<file path="src/rtl/pipe_ctrl_pkg.sv">
// Shared definitions for the pipeline hazard controller.
//   - opcode constants for loads, stores and NOP
//   - controller state encoding
//   - is_load() helper, shared with the forwarding unit
package pipe_ctrl_pkg;

   localparam logic [5:0] OP_NOP = 6'd0;
   localparam logic [5:0] OP_LB  = 6'd12;
   localparam logic [5:0] OP_LH  = 6'd13;
   localparam logic [5:0] OP_LW  = 6'd14;
   localparam logic [5:0] OP_SB  = 6'd15;
   localparam logic [5:0] OP_SH  = 6'd16;
   localparam logic [5:0] OP_SW  = 6'd17;

   typedef enum logic [1:0] {
      RUN      = 2'd0,
      STALL    = 2'd1,
      MEM_WAIT = 2'd2
   } state_e;

   function automatic logic is_load(input logic [5:0] op);
      return (op == OP_LB) || (op == OP_LH) || (op == OP_LW);
   endfunction

endpackage

</file>
<file path="src/rtl/pipe_hazard_ctrl_if.sv">
// Hazard-controller bus between the pipeline datapath and pipe_hazard_ctrl.
//   master : datapath side (drives hazard inputs, receives stage controls)
//   slave  : controller side
// Signals:
//   id_rs1/id_rs2, id_use_rs1/id_use_rs2 : ID-stage source registers and their use flags
//   ex_opcode, ex_rd, ex_we              : EX-stage instruction summary
//   br_taken                             : branch resolved taken in EX
//   mem_req, mem_ready                   : MEM-stage access handshake
//   pc_en, if_id_en, if_id_flush, id_ex_en, id_ex_bubble, ex_mem_en : stage controls
//   mem_err                              : sticky memory-timeout flag
// With PIPE_HAZARD_PERF_EN defined, also carries stall_cycles, flush_count and
// mem_wait_cycles performance counters.
interface pipe_hazard_ctrl_if;

   logic [4:0] id_rs1;
   logic [4:0] id_rs2;
   logic       id_use_rs1;
   logic       id_use_rs2;
   logic [5:0] ex_opcode;
   logic [4:0] ex_rd;
   logic       ex_we;
   logic       br_taken;
   logic       mem_req;
   logic       mem_ready;

   logic       pc_en;
   logic       if_id_en;
   logic       if_id_flush;
   logic       id_ex_en;
   logic       id_ex_bubble;
   logic       ex_mem_en;
   logic       mem_err;

`ifdef PIPE_HAZARD_PERF_EN
   logic [31:0] stall_cycles;
   logic [31:0] flush_count;
   logic [31:0] mem_wait_cycles;
`endif

   modport master (
      output id_rs1, id_rs2, id_use_rs1, id_use_rs2,
      output ex_opcode, ex_rd, ex_we, br_taken, mem_req, mem_ready,
      input  pc_en, if_id_en, if_id_flush, id_ex_en, id_ex_bubble, ex_mem_en, mem_err
`ifdef PIPE_HAZARD_PERF_EN
      , input stall_cycles, flush_count, mem_wait_cycles
`endif
   );

   modport slave (
      input  id_rs1, id_rs2, id_use_rs1, id_use_rs2,
      input  ex_opcode, ex_rd, ex_we, br_taken, mem_req, mem_ready,
      output pc_en, if_id_en, if_id_flush, id_ex_en, id_ex_bubble, ex_mem_en, mem_err
`ifdef PIPE_HAZARD_PERF_EN
      , output stall_cycles, flush_count, mem_wait_cycles
`endif
   );

endinterface

</file>
<file path="src/rtl/pipe_hazard_ctrl_load_use_detect.sv">
// load_use_detect: purely combinational load-use hazard detection between the
// instruction in EX and the instruction in ID.
// Ports:
//   ex_opcode_i, ex_rd_i, ex_we_i          : EX instruction
//   id_rs1_i, id_rs2_i                     : ID source registers
//   id_use_rs1_i, id_use_rs2_i             : ID actually reads that source
//   lu_o                                   : hazard present
module load_use_detect
   import pipe_ctrl_pkg::*;
(
   input  logic [5:0] ex_opcode_i,
   input  logic [4:0] ex_rd_i,
   input  logic       ex_we_i,
   input  logic [4:0] id_rs1_i,
   input  logic [4:0] id_rs2_i,
   input  logic       id_use_rs1_i,
   input  logic       id_use_rs2_i,
   output logic       lu_o
);

   logic rs1_hit;
   logic rs2_hit;

   always_comb begin
      rs1_hit = id_use_rs1_i && (id_rs1_i == ex_rd_i);
      rs2_hit = id_use_rs2_i && (id_rs2_i == ex_rd_i);
      // x0 is hardwired, so a load targeting it never produces a hazard
      lu_o    = is_load(ex_opcode_i) && ex_we_i && (ex_rd_i != 5'd0) && (rs1_hit || rs2_hit);
   end

endmodule

</file>
<file path="src/rtl/pipe_hazard_ctrl.sv">
// pipe_hazard_ctrl: central stall/flush controller for the 5-stage pipeline.
// Handles load-use bubbles, taken-branch squashes and multi-cycle data-memory
// waits (with a timeout that raises a sticky mem_err and forces release).
// Ports:
//   clk    : pipeline clock
//   rst_n  : asynchronous active-low reset; forces the stage controls to their
//            safe values (enables 0, flush/bubble 1) while low
//   bus    : pipe_hazard_ctrl_if.slave carrying hazard inputs and stage controls
// Parameters:
//   LOAD_USE_STALLS : bubbles per load-use hazard (1..3)
//   MEM_TIMEOUT     : max consecutive memory-wait cycles before abort (1..255)
// Optional: define PIPE_HAZARD_PERF_EN to add stall_cycles, flush_count and
// mem_wait_cycles counters to the bus.
module pipe_hazard_ctrl
   import pipe_ctrl_pkg::*;
#(
   parameter int unsigned LOAD_USE_STALLS = 1,
   parameter int unsigned MEM_TIMEOUT     = 15
) (
   input logic               clk,
   input logic               rst_n,
   pipe_hazard_ctrl_if.slave bus
);

   localparam logic [1:0] StallInit  = 2'(LOAD_USE_STALLS - 1);
   localparam logic [7:0] TimeoutMax = 8'(MEM_TIMEOUT);
   localparam logic       MultiStall = (LOAD_USE_STALLS > 1);

   state_e     state_q, state_d;
   logic [1:0] stall_cnt_q, stall_cnt_d;
   logic [7:0] timeout_q, timeout_d;
   logic       mem_err_q, mem_err_d;

   logic lu;
   logic mem_stall;
   logic decide;    // evaluate branch / load-use rules this cycle
   logic br_fire;   // taken-branch squash applied
   logic mem_frz;   // pipeline frozen by the memory access

   logic pc_en_c, if_id_en_c, if_id_flush_c, id_ex_en_c, id_ex_bubble_c, ex_mem_en_c;

   load_use_detect u_load_use_detect (
      .ex_opcode_i  (bus.ex_opcode),
      .ex_rd_i      (bus.ex_rd),
      .ex_we_i      (bus.ex_we),
      .id_rs1_i     (bus.id_rs1),
      .id_rs2_i     (bus.id_rs2),
      .id_use_rs1_i (bus.id_use_rs1),
      .id_use_rs2_i (bus.id_use_rs2),
      .lu_o         (lu)
   );

   always_comb begin
      state_d        = state_q;
      stall_cnt_d    = stall_cnt_q;
      timeout_d      = timeout_q;
      mem_err_d      = mem_err_q;
      pc_en_c        = 1'b0;
      if_id_en_c     = 1'b0;
      if_id_flush_c  = 1'b0;
      id_ex_en_c     = 1'b0;
      id_ex_bubble_c = 1'b0;
      ex_mem_en_c    = 1'b0;
      decide         = 1'b0;
      br_fire        = 1'b0;
      mem_frz        = 1'b0;
      mem_stall      = bus.mem_req && !bus.mem_ready;

      unique case (state_q)
         RUN: begin
            if (mem_stall) begin
               mem_frz   = 1'b1;
               state_d   = MEM_WAIT;
               timeout_d = 8'd1;
            end else begin
               decide = 1'b1;
            end
         end
         STALL: begin
            if (mem_stall) begin
               // Whole pipe frozen; the remaining bubble count is preserved
               mem_frz = 1'b1;
            end else begin
               id_ex_en_c     = 1'b1;
               id_ex_bubble_c = 1'b1;
               ex_mem_en_c    = 1'b1;
               stall_cnt_d    = stall_cnt_q - 2'd1;
               if (stall_cnt_q <= 2'd1) begin
                  state_d = RUN;
               end
            end
         end
         MEM_WAIT: begin
            if (bus.mem_ready || (timeout_q >= TimeoutMax)) begin
               // Release cycle: normal RUN decisions apply, memory rule skipped
               decide    = 1'b1;
               timeout_d = 8'd0;
               if (!bus.mem_ready) begin
                  mem_err_d = 1'b1;
               end
            end else begin
               mem_frz   = 1'b1;
               timeout_d = timeout_q + 8'd1;
            end
         end
         default: begin
            state_d = RUN;
         end
      endcase

      if (decide) begin
         state_d = RUN;
         if (bus.br_taken) begin
            // ID instruction is wrong-path, so any load-use on it is moot
            br_fire        = 1'b1;
            pc_en_c        = 1'b1;
            if_id_en_c     = 1'b1;
            if_id_flush_c  = 1'b1;
            id_ex_en_c     = 1'b1;
            id_ex_bubble_c = 1'b1;
            ex_mem_en_c    = 1'b1;
         end else if (lu) begin
            id_ex_en_c     = 1'b1;
            id_ex_bubble_c = 1'b1;
            ex_mem_en_c    = 1'b1;
            if (MultiStall) begin
               state_d     = STALL;
               stall_cnt_d = StallInit;
            end
         end else begin
            pc_en_c     = 1'b1;
            if_id_en_c  = 1'b1;
            id_ex_en_c  = 1'b1;
            ex_mem_en_c = 1'b1;
         end
      end
   end

   always_ff @(posedge clk or negedge rst_n) begin
      if (!rst_n) begin
         state_q     <= RUN;
         stall_cnt_q <= 2'd0;
         timeout_q   <= 8'd0;
         mem_err_q   <= 1'b0;
      end else begin
         state_q     <= state_d;
         stall_cnt_q <= stall_cnt_d;
         timeout_q   <= timeout_d;
         mem_err_q   <= mem_err_d;
      end
   end

   // Reset overrides the decoded controls so the pipe holds NOPs while in reset
   assign bus.pc_en        = rst_n & pc_en_c;
   assign bus.if_id_en     = rst_n & if_id_en_c;
   assign bus.id_ex_en     = rst_n & id_ex_en_c;
   assign bus.ex_mem_en    = rst_n & ex_mem_en_c;
   assign bus.if_id_flush  = ~rst_n | if_id_flush_c;
   assign bus.id_ex_bubble = ~rst_n | id_ex_bubble_c;
   assign bus.mem_err      = mem_err_q;

`ifdef PIPE_HAZARD_PERF_EN
   logic [31:0] stall_cycles_q, stall_cycles_d;
   logic [31:0] flush_count_q, flush_count_d;
   logic [31:0] mem_wait_cycles_q, mem_wait_cycles_d;

   always_comb begin
      stall_cycles_d    = stall_cycles_q;
      flush_count_d     = flush_count_q;
      mem_wait_cycles_d = mem_wait_cycles_q;
      if (!pc_en_c) begin
         stall_cycles_d = stall_cycles_q + 32'd1;
      end
      if (br_fire) begin
         flush_count_d = flush_count_q + 32'd1;
      end
      if (mem_frz) begin
         mem_wait_cycles_d = mem_wait_cycles_q + 32'd1;
      end
   end

   always_ff @(posedge clk or negedge rst_n) begin
      if (!rst_n) begin
         stall_cycles_q    <= 32'd0;
         flush_count_q     <= 32'd0;
         mem_wait_cycles_q <= 32'd0;
      end else begin
         stall_cycles_q    <= stall_cycles_d;
         flush_count_q     <= flush_count_d;
         mem_wait_cycles_q <= mem_wait_cycles_d;
      end
   end

   assign bus.stall_cycles    = stall_cycles_q;
   assign bus.flush_count     = flush_count_q;
   assign bus.mem_wait_cycles = mem_wait_cycles_q;
`endif

endmodule

</file>
<file path="src/flat_wrapper.sv">
// flat-port wrapper written by rule: the top's interface ports become plain ports
module pipe_hazard_ctrl_flat import pipe_ctrl_pkg::*;
#(
   parameter int unsigned LOAD_USE_STALLS = 1,
   parameter int unsigned MEM_TIMEOUT     = 15
)
  (clk, rst_n, bus_id_rs1, bus_id_rs2, bus_id_use_rs1, bus_id_use_rs2, bus_ex_opcode, bus_ex_rd, bus_ex_we, bus_br_taken, bus_mem_req, bus_mem_ready, bus_pc_en, bus_if_id_en, bus_if_id_flush, bus_id_ex_en, bus_id_ex_bubble, bus_ex_mem_en, bus_mem_err);
  pipe_hazard_ctrl_if bus_i ();
  input logic clk;
  input logic rst_n;
  input wire logic [$bits(bus_i.id_rs1)-1:0] bus_id_rs1;
  input wire logic [$bits(bus_i.id_rs2)-1:0] bus_id_rs2;
  input wire logic [$bits(bus_i.id_use_rs1)-1:0] bus_id_use_rs1;
  input wire logic [$bits(bus_i.id_use_rs2)-1:0] bus_id_use_rs2;
  input wire logic [$bits(bus_i.ex_opcode)-1:0] bus_ex_opcode;
  input wire logic [$bits(bus_i.ex_rd)-1:0] bus_ex_rd;
  input wire logic [$bits(bus_i.ex_we)-1:0] bus_ex_we;
  input wire logic [$bits(bus_i.br_taken)-1:0] bus_br_taken;
  input wire logic [$bits(bus_i.mem_req)-1:0] bus_mem_req;
  input wire logic [$bits(bus_i.mem_ready)-1:0] bus_mem_ready;
  output wire logic [$bits(bus_i.pc_en)-1:0] bus_pc_en;
  output wire logic [$bits(bus_i.if_id_en)-1:0] bus_if_id_en;
  output wire logic [$bits(bus_i.if_id_flush)-1:0] bus_if_id_flush;
  output wire logic [$bits(bus_i.id_ex_en)-1:0] bus_id_ex_en;
  output wire logic [$bits(bus_i.id_ex_bubble)-1:0] bus_id_ex_bubble;
  output wire logic [$bits(bus_i.ex_mem_en)-1:0] bus_ex_mem_en;
  output wire logic [$bits(bus_i.mem_err)-1:0] bus_mem_err;
  assign bus_i.id_rs1 = bus_id_rs1;
  assign bus_i.id_rs2 = bus_id_rs2;
  assign bus_i.id_use_rs1 = bus_id_use_rs1;
  assign bus_i.id_use_rs2 = bus_id_use_rs2;
  assign bus_i.ex_opcode = bus_ex_opcode;
  assign bus_i.ex_rd = bus_ex_rd;
  assign bus_i.ex_we = bus_ex_we;
  assign bus_i.br_taken = bus_br_taken;
  assign bus_i.mem_req = bus_mem_req;
  assign bus_i.mem_ready = bus_mem_ready;
  assign bus_pc_en = bus_i.pc_en;
  assign bus_if_id_en = bus_i.if_id_en;
  assign bus_if_id_flush = bus_i.if_id_flush;
  assign bus_id_ex_en = bus_i.id_ex_en;
  assign bus_id_ex_bubble = bus_i.id_ex_bubble;
  assign bus_ex_mem_en = bus_i.ex_mem_en;
  assign bus_mem_err = bus_i.mem_err;
  pipe_hazard_ctrl #(.LOAD_USE_STALLS(LOAD_USE_STALLS), .MEM_TIMEOUT(MEM_TIMEOUT)) u_core (.clk(clk), .rst_n(rst_n), .bus(bus_i));
endmodule
</file>
<file path="config.mk">
export PLATFORM = sky130hd
export DESIGN_NAME = pipe_hazard_ctrl_flat
export DESIGN_NICKNAME = d
export VERILOG_FILES = /design/src/rtl/pipe_ctrl_pkg.sv /design/src/rtl/pipe_hazard_ctrl_if.sv /design/src/rtl/pipe_hazard_ctrl_load_use_detect.sv /design/src/rtl/pipe_hazard_ctrl.sv /design/src/flat_wrapper.sv
export SDC_FILE = /design/constraint.sdc
export NUM_CORES = 1
export LEC_CHECK = 0
export CORE_MARGIN = 2
export CORE_UTILIZATION = 41
export DETAILED_ROUTE_END_ITERATION = 12
export GPL_ROUTABILITY_DRIVEN = 0
export PLACE_DENSITY = 0.94
export SYNTH_ARGS = -nofsm -noshare
export SYNTH_HDL_FRONTEND = slang
export SYNTH_SLANG_ARGS = --single-unit
</file>
<file path="constraint.sdc">
create_clock -name clk -period 2.9 [get_ports clk]
set_input_delay 0.58 -clock clk [delete_from_list [all_inputs] [get_ports clk]]
set_output_delay 0.58 -clock clk [all_outputs]
set_load 0.03 [all_outputs]
</file>
# After elaboration in Yosys (flattened, before gate mapping)
# Cells that the tools add are included.
[op_classes]
add_sub_neg = 2
magnitude_cmp = 2
n_eq_ne = 12
mux = 21
bitwise_logic = 7
reduce_logical = 18
[ops]
columns = ["op", "count"]
rows = [
  ["== test 6 x 4 -> 1 bit (second input constant)", 3],
  ["2-to-1 mux 8 bit", 2],
  ["case mux 8 bit (2 select lines)", 1],
  ["2-to-1 mux 1 bit", 12],
  ["== test 5 bit", 2],
  ["adder 8 x 1 -> 8 bit (second input constant)", 1],
  [">= comparator 8 x 4 -> 1 bit (second input constant)", 1],
  ["2-to-1 mux 2 bit", 4],
  ["logical AND 1 bit", 6],
  ["!= test 3 x 1 -> 1 bit (second input constant)", 2],
  ["case mux 2 bit (3 select lines)", 1],
  ["nonzero test 5 bit", 1],
  ["logical OR 1 bit", 4],
  ["!= test 2 x 1 -> 1 bit (second input constant)", 2],
  ["AND reduction 2 bit", 2],
  ["AND reduction 4 bit", 1],
  ["!= test 3 bit (second input constant)", 1],
  ["NOT 1 bit", 3],
  ["AND reduction 3 bit", 1],
  ["AND 1 bit", 2],
  ["== test 2 x 1 -> 1 bit (second input constant)", 1],
  ["== test 2 bit (second input constant)", 1],
  ["less-or-equal comparator 2 x 1 -> 1 bit (second input constant)", 1],
  ["logical NOT 2 bit", 1],
  ["5 further kinds", 6],
]
[totals]
ff_bits = 13
inputBits = 29
out_inout_bits = 7

# Depth between registers and ports, before layout
[depth]
word_depth = 10
depth_mapped = 6
ltp_nobuf = 5

# Modules after synthesis
# A second synthesis with hierarchy kept.
[unflattened]
hier_cells = 79
area_unflattened_um2 = 705.7
[by_module_without_submodules]
columns = ["mod", "instances", "cells_per_inst", "area_per_inst_um2", "seq_area_each_um2"]
rows = [
  ["pipe_hazard_ctrl", 1, 58, 554.3, 250.2],
  ["load_use_detect", 1, 21, 151.4, 0.0],
]

# Least setup slack after synthesis
# OpenSTA, ideal clock, no wires.
[synth_path]
path_kind = "reg2out"
start = "register u_core.timeout_q[0]"
end = "output bus_pc_en"
arrival_ns = 1.894
required_time_ns = 2.320
slack_ns = 0.426
path_stages_with_launch = 7
path_buffers = 1
path_cell_list = "dfrtp_1 ha_1 nand3_1 a32oi_1 and2_1 o31a_1 buf_4"
[synth_via]
elab_chain_len = 6
[synth_rtl]
columns = ["element", "line", "source"]
rows = [
  ["from (decl)", "pipe_hazard_ctrl.sv:31", "logic [7:0] timeout_q, timeout_d;"],
  ["from (signal assigned)", "pipe_hazard_ctrl.sv:148", "timeout_q <= timeout_d;"],
  [">= comparator 8 x 4 -> 1 bit", "pipe_hazard_ctrl.sv:94", "if (bus.mem_ready || (timeout_q >= TimeoutMax)) begin"],
  ["logical OR 1 bit", "pipe_hazard_ctrl.sv:94", ""],
  ["2-to-1 mux 1 bit", "pipe_hazard_ctrl.sv:94", ""],
  ["case mux 1 bit (2 select lines)", "pipe_hazard_ctrl.sv:69", "unique case (state_q)"],
  ["2-to-1 mux 1 bit", "-", ""],
  ["AND 1 bit", "-", ""],
  ["to (decl)", "flat_wrapper.sv:21", "output wire logic [$bits(bus_i.pc_en)-1:0] bus_pc_en;"],
]
# No other way between the ends.

# Worst setup path in the final report
[layout_path]
start = "input bus_id_rs1[2]"
end = "output bus_id_ex_bubble"
[layout_via]
elab_chain_len = 8
[layout_rtl]
columns = ["element", "line", "source"]
rows = [
  ["from (decl)", "flat_wrapper.sv:11", "input wire logic [$bits(bus_i.id_rs1)-1:0] bus_id_rs1;"],
  ["== test 5 bit", "pipe_hazard_ctrl_load_use_detect.sv:25", "rs1_hit = id_use_rs1_i && (id_rs1_i == ex_rd_i);"],
  ["logical AND 1 bit", "pipe_hazard_ctrl_load_use_detect.sv:25", ""],
  ["logical OR 1 bit", "pipe_hazard_ctrl_load_use_detect.sv:28", "lu_o = is_load(ex_opcode_i) && ex_we_i && (ex_rd_i != 5'd0) && (rs1_hit || rs2_hit);"],
  ["logical AND 1 bit", "pipe_hazard_ctrl_load_use_detect.sv:28", ""],
  ["2-to-1 mux 1 bit", "pipe_hazard_ctrl.sv:122", "end else if (lu) begin"],
  ["2-to-1 mux 1 bit", "pipe_hazard_ctrl.sv:113", "if (bus.br_taken) begin"],
  ["2-to-1 mux 1 bit", "pipe_hazard_ctrl.sv:111", "if (decide) begin"],
  ["bitwise OR 1 bit", "pipe_hazard_ctrl.sv:159", "assign bus.id_ex_bubble = ~rst_n | id_ex_bubble_c;"],
  ["to (decl)", "flat_wrapper.sv:25", "output wire logic [$bits(bus_i.id_ex_bubble)-1:0] bus_id_ex_bubble;"],
]
# No other way between the ends.

==> results.md <==
- The run finished with clean final reports.
- During I/O placement, the number of pins put on the boundary was 36.
- The time the final worst path needs with I/O delays and setup is 2.82 ns.
- The synthesized netlist cell count is 76.
- Timing would allow up to 354 MHz.
- The height of the chip is 44.7 um.
- STA puts the critical path data arrival time at 2.24 ns.
- The root cell of the clock tree is sky130_fd_sc_hd__clkbuf_4.
- In this run the worst path has a maximum fanout of 2.
- The library cells used most frequently in the layout, excluding fill and tap cells, are sky130_fd_sc_hd__clkdlybuf4s50_1, sky130_fd_sc_hd__buf_4, sky130_fd_sc_hd__dfrtp_1.
- The met3 routing resource usage after global routing is 0.0440.
- Counting along the longest clock path gives a buffer depth of 2.
- The detailed router finished its first iteration with 10 violations.
- The slowest cell on the critical path is sky130_fd_sc_hd__clkdlybuf4s50_1.
- The synthesized netlist contains 32 unique library cells.
- Dividing the detail-routed wire length by the instance count gives around 14 um.
- The initial antenna violation count is 0.
- The number of storage elements in the synthesis netlist is 10.
- The type of the setup path with the least slack is input pin to output pin.
- The die covers 2000 um^2.
- The final standard cell count with taps included and fillers excluded is 135.
- The total of endpoints with negative setup slack in the final report is 0.
- The total power per unit cell area is roughly 350 nW/um^2.
- The static leakage is 0.514 nW.
- The first-pass detailed-route iteration total is 4.
- The async set-reset flop share out of synthesis is 1.00.
- In the finished design, the share of the clock period the worst path needs comes to 0.973.
- The post-route antenna net violation count is 0.
- The die is around 45 um wide.
- The HPWL after detailed placement is 1.48 mm.
- The first global-routing pass estimated about 2.9 mm of wire.
- The overall fraction of global-route tracks in use is 0.197.
- The worst endpoint required time is approximately 2.3 ns.
- Of the cells placed in the final design, the portion with a size suffix greater than 1 is 0.185.
- The total number of yosys warnings is 0.
- The number of inserted diodes is 0.
- Of the synthesized area, sequential elements account for 0.368.
- Setup repair after global routing left no endpoint under its margin.
- The worst hold-check path type is flop to flop.
- The TritonCTS clock tree is built.
- The met1 track utilization from global routing is 0.219.
- The floorplan step defined a core boundary enclosing ~1500 um^2.
- The summed negative setup slack over all endpoints is 0 ns.
- The met2 capacity usage during global routing is 0.380.
- The predominant post-synthesis flop cell is sky130_fd_sc_hd__dfrtp_1.
- VDD sags by at most 205 uV.
- After global routing the overflow that remains totals 0.
- The tool flagged a number of max-cap violations equal to 0.
- The number of nets in the final layout is 151.
- The number of cell rows is 14.
- The library cell used most frequently in the layout, excluding fill and tap cells, is sky130_fd_sc_hd__clkdlybuf4s50_1.
- At the pin with the least slew margin, the transition time is 0.387 ns.
- The clock drives 10 sinks.
- The endpoint kind of the worst setup timing path is an output pin.
- Counting stages on the worst path, the most repeated cell is sky130_fd_sc_hd__buf_4.
- Counting tap cells, the placed design contains a total of 132 instances.
- The filler cells instantiated in the layout total 113.
- The number of global-route vias before repair is 726.
- The number of synthesized flops with an enable pin is 0.
- Traced cell by cell, the critical path runs through clkdlybuf4s50_1 > xor2_1 > nor4_2 > a32oi_1 > buf_4 > o311ai_4 > buf_4.
- The worst setup path is launched from an input pin.
- The signed area change from the synthesized netlist to the final layout is 64.6%.
- The synthesized net count is 106.
- The routed layout has 728 vias.
- Dividing the detail-routed via count by the number of cells gives 5.39.
- The summed instance area of the synthesized netlist is about 680 um^2.
- The final number of max-transition violations came to 0.
- CTS built an H-tree with a depth of 1.
- The later pin in the worst-skew pair is clocked with a latency of 0.26 ns.
- Entering global routing, the biggest net connects 13 pins.
- After detailed routing, the number of remaining DRC violations is 0.
- The normalized max-slew margin is 0.741.
- Clock-pin slew was measured on the worst setup and hold paths at 0.06 ns.
- The quantity of hold-fixing buffers added after cts is 0.
- After global routing, the most crowded layer is met2.
- Hold timing on the final database bottoms out at a slack of 0.470 ns.
- The number of buffers created by CTS is 3.
- Port buffering added 35 buffers.
- Each instance of the synthesized netlist takes up on average 8.94 um^2.
- Across the routed clock network, the largest skew measured is 0.00351 ns.
- For this block, the routed nets add up to approximately 1.9 mm of wire.
- The initial utilization of the core area, before any placement, comes to 0.446.
- Once the clock tree was built, the setup fixing pass inserted 0 buffers.
- The final hold violation count is 0.
- For this run, the slowest stage of the critical path takes around 0.43 ns.
[repair_timing]
action                     in CTS  in global routing
setup endpoints to repair       3                  3
pin swaps                       2                  2
gates resized for setup         7                  3
gates cloned                    0                  0
[layout make-up]
| cell class | count | area [um^2] | area share |
|---|---|---|---|
| Tap cell | 16 | 20.0 | 0.0179 |
| Multi-Input combinational cell | 59 | 404 | 0.361 |
| Inverter | 4 | 15.0 | 0.0134 |
| Clock buffer | 3 | 22.5 | 0.0201 |
| Sequential cell | 10 | 250 | 0.224 |
| Timing Repair Buffer | 43 | 407 | 0.364 |
[critical path, delay by kind of cell]
kind,cells,cell delay (ns)
AO/OA/AOI/OAI,2,0.40
AND/OR/NAND/NOR,1,0.29
buffers and inverters,3,0.79
XOR/XNOR,1,0.17
[per-stage QoR]
step / power [W] / setup slack [ns] / instance area, um^2 / utilization
after global routing: 0.000408 / 0.000218 / 1120 / 0.734
after global placement: 0.000292 / -0.214 / 1080 / 0.709
final: 0.000389 / 0.0769 / 1120 / 0.734
after CTS: 0.000387 / 0.0221 / 1100 / 0.724
after detailed placement: 0.000296 / -0.309 / 1080 / 0.709
after floorplan: 0.000222 / 0.426 / 679 / -
[synth_stat cells, types with 2 or more instances]
| master | number | area [um^2] |
|---|---|---|
| sky130_fd_sc_hd__dfrtp_1 | 10 | 250 |
| sky130_fd_sc_hd__nand2_1 | 7 | 26.3 |
| sky130_fd_sc_hd__buf_4 | 2 | 15.0 |
| sky130_fd_sc_hd__nor3_1 | 2 | 10.0 |
| sky130_fd_sc_hd__nor2_1 | 9 | 33.8 |
| sky130_fd_sc_hd__nand3_1 | 2 | 10.0 |
| sky130_fd_sc_hd__a32oi_1 | 2 | 17.5 |
| sky130_fd_sc_hd__nor2b_1 | 2 | 12.5 |
| sky130_fd_sc_hd__o21ai_0 | 2 | 10.0 |
| sky130_fd_sc_hd__inv_1 | 4 | 15.0 |
| sky130_fd_sc_hd__xnor2_1 | 2 | 17.5 |
| sky130_fd_sc_hd__a21oi_1 | 2 | 10.0 |
| sky130_fd_sc_hd__and2_1 | 3 | 18.8 |
| sky130_fd_sc_hd__xor2_1 | 8 | 70.1 |
| sky130_fd_sc_hd__or2_2 | 2 | 12.5 |
[where the power goes]
part	internal [W]	switching (W)	total [W]	leakage (nW)
sequential	0.000148	0.00000909	0.000157	0.136
combinational	0.0000751	0.0000643	0.000139	0.365
clock	0.0000478	0.0000449	0.0000927	0.0138
total	0.000271	0.000118	0.000389	0.514
[per-layer routing]
layer / part of all wire / wire, um
met1: 0.39 / 722
met4: 0.010 / 19
met3: 0.096 / 179
met2: 0.50 / 940
met5: 0 / 0
[flip-flops by register name, indices dropped and copies added (netlist names)]
register            count
u_core.bus.mem_err      1
u_core.state_q          1
u_core.timeout_q        8
[logic make-up (layout without fill, tap and decap cells)]
logic type | Yosys count | after routing | synth area share
xor gates and xnor gates | 10 | 10 | 0.129
AOI/OAI and AO/OA | 13 | 13 | 0.144
DFF | 10 | 10 | 0.368
buffers and inverters | 7 | 50 | 0.0515
and+or+nand+nor | 35 | 35 | 0.289
adders and majority gates | 1 | 1 | 0.0184
[final timing paths]
kind                                      from                   to  slack (ns)  depth (start not counted)
min in group asynchronous                rst_n  u_core.timeout_q[6]        0.67                          2
max reg2reg                u_core.timeout_q[6]  u_core.timeout_q[0]        1.48                          4
min reg2reg                 u_core.bus.mem_err   u_core.bus.mem_err        0.47                          1
max in group asynchronous                rst_n  u_core.timeout_q[2]        2.07                          2
max                              bus_id_rs1[2]     bus_id_ex_bubble        0.08                          7
min                         u_core.bus.mem_err   u_core.bus.mem_err        0.47                          1
Note: power is estimated with default switching activity, not from simulation.
